### config.mk
export PLATFORM = sky130hd
export DESIGN_NAME = popcnt_accum
export DESIGN_NICKNAME = d
export VERILOG_FILES = /design/src/rtl/popcnt_pkg.sv /design/src/rtl/c6_3.sv /design/src/rtl/popcnt_accum.sv
export SDC_FILE = /design/constraint.sdc
export NUM_CORES = 1
export LEC_CHECK = 0
export CAP_MARGIN = 20
export CORE_MARGIN = 4
export CORE_UTILIZATION = 56
export CTS_BUF_LIST = sky130_fd_sc_hd__clkbuf_8
export CTS_CLUSTER_SIZE = 8
export DETAILED_ROUTE_END_ITERATION = 10
export PLACE_DENSITY = 0.82
export SYNTH_ARGS = -nofsm -noshare
export SYNTH_HDL_FRONTEND = slang
export SYNTH_SLANG_ARGS = --single-unit
### constraint.sdc
create_clock -name clk -period 3.3 [get_ports clk]
set_clock_uncertainty 0.2 [all_clocks]
set_input_delay 0.495 -clock clk [delete_from_list [all_inputs] [get_ports clk]]
set_output_delay 0.495 -clock clk [all_outputs]
set_load 0.005 [all_outputs]
### src/rtl/popcnt_pkg.sv
// Shared types and constants for the popcount accumulator.
// Holds the counter result type, FSM encoding and stage-1 latency.
package popcnt_pkg;

    typedef logic [2:0] cnt6_t;

    typedef enum logic [1:0] {
        IDLE,
        RUN,
        DONE
    } state_e;

    localparam int C63_LAT = 1;

    function automatic cnt6_t pop6(input logic [5:0] v);
        cnt6_t c;
        c = '0;
        for (int i = 0; i < 6; i++) begin
            c = c + cnt6_t'(v[i]);
        end
        return c;
    endfunction

endpackage

### src/rtl/c6_3.sv
// 6:3 counter: compresses six input bits into a 3-bit ones count.
// LEAVEC="TRUE" leaves C0[5] out of the count for carry chaining.
module c6_3
    import popcnt_pkg::*;
#(
    parameter string OUTREG = "TRUE",
    parameter string LEAVEC = "FALSE"
) (
    input  logic       clk,
    input  logic [5:0] C0,
    output cnt6_t      S
);

    cnt6_t cnt_d;

    generate
        if (LEAVEC == "TRUE") begin : g_leave
            assign cnt_d = pop6({1'b0, C0[4:0]});
        end else begin : g_full
            assign cnt_d = pop6(C0);
        end
    endgenerate

    generate
        if (OUTREG == "TRUE") begin : g_reg
            cnt6_t s_q;
            // Datapath register: loads every cycle, intentionally not reset
            always_ff @(posedge clk) begin
                s_q <= cnt_d;
            end
            assign S = s_q;
        end else begin : g_comb
            assign S = cnt_d;
        end
    endgenerate

endmodule

### src/rtl/popcnt_accum.sv
// Streaming popcount accumulator: c6_3 stage feeding a saturating
// per-frame sum, with the frame total presented on valid/ready.
module popcnt_accum
    import popcnt_pkg::*;
#(
    parameter int ACC_W = 16
) (
    input  logic             clk,
    input  logic             rst_n,
    input  logic             in_valid,
    input  logic [5:0]       in_data,
    input  logic             in_last,
    output logic             in_ready,
    output logic             out_valid,
    input  logic             out_ready,
    output logic [ACC_W-1:0] out_sum,
    output logic             out_ovf
);

    logic             accept;
    cnt6_t            cnt;
    logic [C63_LAT-1:0] s1_valid_q;
    logic [C63_LAT-1:0] s1_last_q;
    logic             s1_valid;
    logic             s1_last;

    state_e           state_q, state_d;
    logic [ACC_W-1:0] acc_q, acc_d;
    logic             ovf_q, ovf_d;
    logic             out_valid_q, out_valid_d;
    logic [ACC_W-1:0] out_sum_q, out_sum_d;
    logic             out_ovf_q, out_ovf_d;

    logic [ACC_W-1:0] base_acc;
    logic             base_ovf;
    logic [ACC_W:0]   sum;
    logic [ACC_W-1:0] sat_acc;
    logic             sat_ovf;
    logic             load;

    assign accept = in_valid && in_ready;

    c6_3 #(
        .OUTREG("TRUE"),
        .LEAVEC("FALSE")
    ) u_c63 (
        .clk(clk),
        .C0 (in_data),
        .S  (cnt)
    );

    // Control tags track the counter latency alongside the data
    always_ff @(posedge clk) begin
        if (!rst_n) begin
            s1_valid_q <= '0;
            s1_last_q  <= '0;
        end else begin
            s1_valid_q[0] <= accept;
            s1_last_q[0]  <= in_last;
            for (int i = 1; i < C63_LAT; i++) begin
                s1_valid_q[i] <= s1_valid_q[i-1];
                s1_last_q[i]  <= s1_last_q[i-1];
            end
        end
    end

    assign s1_valid = s1_valid_q[C63_LAT-1];
    assign s1_last  = s1_last_q[C63_LAT-1];

    assign in_ready = !(out_valid_q && !out_ready) && !(s1_valid && s1_last);

    // Only RUN carries a partial sum; IDLE and DONE start a fresh frame
    always_comb begin
        base_acc = (state_q == RUN) ? acc_q : '0;
        base_ovf = (state_q == RUN) ? ovf_q : 1'b0;
        sum      = {1'b0, base_acc} + {{(ACC_W-2){1'b0}}, cnt};
        sat_acc  = sum[ACC_W] ? {ACC_W{1'b1}} : sum[ACC_W-1:0];
        sat_ovf  = base_ovf | sum[ACC_W];
    end

    always_comb begin
        state_d = state_q;
        acc_d   = acc_q;
        ovf_d   = ovf_q;
        load    = 1'b0;
        unique case (state_q)
            IDLE, DONE: begin
                state_d = IDLE;
                acc_d   = '0;
                ovf_d   = 1'b0;
            end
            RUN: ;
            default: begin
                state_d = IDLE;
                acc_d   = '0;
                ovf_d   = 1'b0;
            end
        endcase
        if (s1_valid) begin
            if (s1_last) begin
                load    = 1'b1;
                state_d = DONE;
                acc_d   = '0;
                ovf_d   = 1'b0;
            end else begin
                state_d = RUN;
                acc_d   = sat_acc;
                ovf_d   = sat_ovf;
            end
        end
    end

    always_comb begin
        out_valid_d = out_valid_q && !out_ready;
        out_sum_d   = out_sum_q;
        out_ovf_d   = out_ovf_q;
        if (load) begin
            out_valid_d = 1'b1;
            out_sum_d   = sat_acc;
            out_ovf_d   = sat_ovf;
        end
    end

    always_ff @(posedge clk) begin
        if (!rst_n) begin
            state_q     <= IDLE;
            acc_q       <= '0;
            ovf_q       <= 1'b0;
            out_valid_q <= 1'b0;
            out_sum_q   <= '0;
            out_ovf_q   <= 1'b0;
        end else begin
            state_q     <= state_d;
            acc_q       <= acc_d;
            ovf_q       <= ovf_d;
            out_valid_q <= out_valid_d;
            out_sum_q   <= out_sum_d;
            out_ovf_q   <= out_ovf_d;
        end
    end

    assign out_valid = out_valid_q;
    assign out_sum   = out_sum_q;
    assign out_ovf   = out_ovf_q;

endmodule

Word-level counts from Yosys, hierarchy flattened
Cells that the tools add are included.
{ "word_totals": {"in_bits": 11, "wordCells": 38, "ff_bits": 42} }
{ "classes": {"n_eq_ne": 2, "muxes": 13, "reduce_logical": 7, "bitwise_logic": 1, "add_sub_neg": 6} }
{ "ops": {"columns": ["cell", "count"], "rows": [
  ["$mux 16", 4],
  ["$add 16x3->17", 1],
  ["$add 3x1->3", 4],
  ["$mux 1", 6],
  ["$mux 2", 3],
  ["$logic_and 1x1->1", 4],
  ["$logic_not 1->1", 3],
  ["$add 1x1->2", 1],
  ["$eq 2x1->1 const B", 1],
  ["$ne 2x2->1 const B", 1],
  ["$or 1x1->1", 1]
]} }

Logic depth before layout (Yosys ltp)
{ "depth": {"word_depth": 6, "depth_mapped": 12, "mapped_depth_nobuf": 9} }

Modules after synthesis
A second synthesis with hierarchy kept.
{ "hier_totals": {"cells_unflattened": 235, "area_unflattened_um2": 2067.0} }
{ "modules_own_cells": {"columns": ["module", "instances", "area_per_inst_um2", "cells_each"], "rows": [
  ["popcnt_accum", 1, 1904.3, 220],
  ["c6_3", 1, 162.7, 15]
]} }

Worst setup path after synthesis
Ideal clock, no wire load.
{ "synth_timing": {"kind": "reg-to-reg", "from": "register state_q[0]", "to": "register out_sum_q[13], in the netlist out_sum[13]", "stages_incl_launch_ff": 12, "setup_ns": 0.130, "path_slack_ns": 0.328, "synth_period_minus_slack_ns": 2.972, "t_arrival_ns": 2.642, "n_path_buf": 3, "cell_sequence": "dfxtp_1 nor2b_1 clkbuf_1 buf_2 and2_1 ha_1 a21oi_1 nor3_1 and4_1 buf_4 nor2_1 a21oi_1"} }
{ "synth_via": {"elab_chain_cells": 4} }
{ "synth_lines": {"columns": ["item", "line_no", "text"], "rows": [
  ["start, declared", "popcnt_accum.sv:27", "state_e state_q, state_d;"],
  ["start signal, assigned", "popcnt_accum.sv:133", "state_q <= state_d;"],
  ["$eq 2x1->1", "popcnt_accum.sv:74", "base_acc = (state_q == RUN) ? acc_q : '0;"],
  ["$mux 16", null, null],
  ["$add 16x3->17", "popcnt_accum.sv:76", "sum = {1'b0, base_acc} + {{(ACC_W-2){1'b0}}, cnt};"],
  ["$mux 16", "popcnt_accum.sv:77", "sat_acc = sum[ACC_W] ? {ACC_W{1'b1}} : sum[ACC_W-1:0];"],
  ["end signal, assigned", "popcnt_accum.sv:137", "out_sum_q <= out_sum_d;"],
  ["end, declared", "popcnt_accum.sv:31", "logic [ACC_W-1:0] out_sum_q, out_sum_d;"]
]} }
Every way passes these cells.
A chain may end at the register's enable or synchronous reset.

Worst setup path after layout
Same ends and word-level chain as after synthesis.

==> results.ini <==
[drt]
vias = 1796
drt_iter0_markers = 200
vias_per_cell = 5.83
wire_per_inst_um = 15.7
ant_nets = 0
firstDrtPassIters = 6
wirelength_um = 4840
drc = 0

[power]
switchingPower_mw = 0.239
p_seq_frac = 0.551
power.density_nw_per_um2 = 394
switching_share = 0.243
p_leak_nw = 0.932
clock_power_share = 0.340
internal-power_mw = 0.744
p_comb_frac = 0.109
finalPower_mw = 0.983
peakVddDrop_uv = 323

[global_routing]
grt_pass1_wl_um = 7820
grt_max_degree = 22
grt_pass1_vias = 1724
track_usage = 0.228
antenna_found_initial = 0
grt.overflow.total = 0

[clocking]
htreeDepth = 2
cts-hold-fix-buffers = 0
post_cts_buffers = 0
clk_pin_slew_ns = 0.07
clockRootBuffer = clkbuf_8
cts_resized = 0
clock_sinks = 42
insertion_delay_ns = 0.30
cts_made_buffers = 5
cts_tree = built
cts_max_path_buffers = 2

[synth]
yosysUniqueCellTypes = 43
ys_seq_elements = 42
syn_avg_cell_area_um2 = 8.97
yosysTopAreaCell = dfxtp_1
yosysSeqAreaShare = 0.409
synth_common_cells = dfxtp_1 (42), a21oi_1 (26), nand2_1 (22)
synth_top_cell_area_share = 0.409
yosysMostFrequentCell = dfxtp_1
synthXorXnorAreaFrac = 0.0554
synth.area.top_cells = dfxtp_1 (41%), a21oi_1 (6.3%), o21ai_0 (4.9%)
synth-compound-area-share = 0.226
syn-num-nets = 248
yosys_most_used_dff = dfxtp_1
yosysWarnings = 0
yosys.area_share.adder = 0.0633
synth_edf_count = 0
synthesis.area_um2 = 2050
synth_top_family_by_area = compound AO/OA/AOI/OAI gates
synthMuxAreaShare = 0
netlist_instances = 229
synth-async-reset-ratio = 0
yosys.area_share.simple = 0.205

[floorplan]
start_util = 0.597
die_x_um = 68.6
dieHeight_um = 68.6
die-area_um2 = 4700
num_rows = 21
io_pins = 30
core_area_um2 = 3440

[sta]
rsz0062_at_grt = no
worst_pin_slew_ns = 0.605
finalHoldViolations = 0
maxSlewHeadroom = 0.596
final-max-slew-violation-count = 0
timing.final.crit_share = 0.876
clock.fmax_mhz = 346
setup_viol = 0
min_period_ns = 2.89
tns_ns = 0

[placed_design]
dpl.hpwl_um = 3570
portBuffers = 29
gp_congestion = 0.908

[critical_path]
path_max_fanout = 7
worstSetupStartpointType = flop
crit_path_end_kind = flop
crit_type = flop to flop
cp.required_ns = 3.27
worstRegToRegCells = 9
crit_arrival_ns = 2.85

[final_layout]
fin_nets = 280
drive_gt1_frac = 0.0802
final_core_util = 0.725
area_growth_syn_to_layout_pct = 21.4
antennaDiodeCount = 0

[run]
maxCapViolations = 0

[min_path]
min_path_type = flop to flop
whs_path_depth = 2

[status]
status = complete, no violations

-- power by group through the flow --
stage | clock (mW) | combinational (mW) | sequential (mW)
3_3_place_gp | 0 | 0.103 | 0.553
2_1_floorplan | 0 | 0.0597 | 0.549
6_report | 0.334 | 0.107 | 0.541
3_5_place_dp | 0 | 0.107 | 0.553
4_1_cts | 0.338 | 0.108 | 0.541
5_1_grt | 0.357 | 0.123 | 0.543
-- logic make-up (layout without fill, tap and decap cells) --
| family | Yosys count | in the layout |
|---|---|---|
| flip-flops | 42 | 42 |
| AO/OA/AOI/OAI | 73 | 73 |
| buffers and inverters | 19 | 52 |
| XOR/XNOR | 13 | 13 |
| AND/OR/NAND/NOR | 74 | 74 |
| adder cells (fa/ha/maj) | 8 | 8 |
-- state kept, by name, indices dropped and copies added, names as in the netlist --
| signal | cells |
|---|---|
| acc_q | 16 |
| state_q | 2 |
| out_sum | 16 |
| u_c63.S | 3 |
| s1_last | 1 |
| out_ovf | 1 |
| ovf_q | 1 |
| s1_valid | 1 |
| out_valid | 1 |
-- layout make-up --
class                   count  area, µm²
repair buffers             37        350
flip-flops and latches     42        841
multi-input cells         168       1130
inverters                   7       26.3
clock inverters             2       8.76
well taps                  46       57.6
fillers                   264        947
clock buffers               6       82.6
-- final timing paths --
check	slack [ns]	endpoint	startpoint
hold / removal	0.27	ovf_q	ovf_q
setup reg to reg	0.41	out_sum[13]	state_q[0]
hold reg to reg	0.27	ovf_q	ovf_q
setup / recovery	0.41	out_sum[13]	state_q[0]
-- per-layer routing --
metal  part of all wire  track usage  routed length [µm]  vias to the layer above
met1               0.43        0.282                2100                      843
met2               0.50        0.381                2410                       56
met3              0.047       0.0389                 227                       10
met4              0.020        0.114                  99                        0
met5                  0            0                   0                        -
li1                   -            -                   -                      887
-- critical path, cell delays in order, from the launching register on --
cell and delay (ns):
dfxtp_1 0.39, nor2b_1 0.20, and2_1 0.19, ha_1 0.21
fa_1 0.40, a21oi_1 0.22, nor3_1 0.10, and4_1 0.30
nor2_1 0.40, a21oi_1 0.15
-- layout by cell type (no fill, tap or decap), types with 6 or more instances in the layout --
cell              n
xnor2_1           7
a31oi_1           6
clkdlybuf4s50_1  29
inv_1             8
nand2_1          22
buf_4             8
and2_1            8
clkbuf_8          6
nand3_1           7
a21oi_1          26
nor3_1            6
nor2_1            9
o21ai_0          20
dfxtp_1          42
xor2_1            6
-- stage by stage --
stage / std cells / setup WS, ns / hold slack [ns] / cell area (µm²)
3_3_place_gp: 300 / 0.453 / 0.249 / 2400
5_1_grt: 308 / 0.205 / 0.296 / 2490
3_5_place_dp: 300 / 0.387 / 0.265 / 2400
6_report: 308 / 0.411 / 0.268 / 2490
4_1_cts: 308 / 0.402 / 0.274 / 2490
2_1_floorplan: 229 / 0.328 / 0.240 / 2050
No activity file was read; power rests on OpenSTA's default activity.
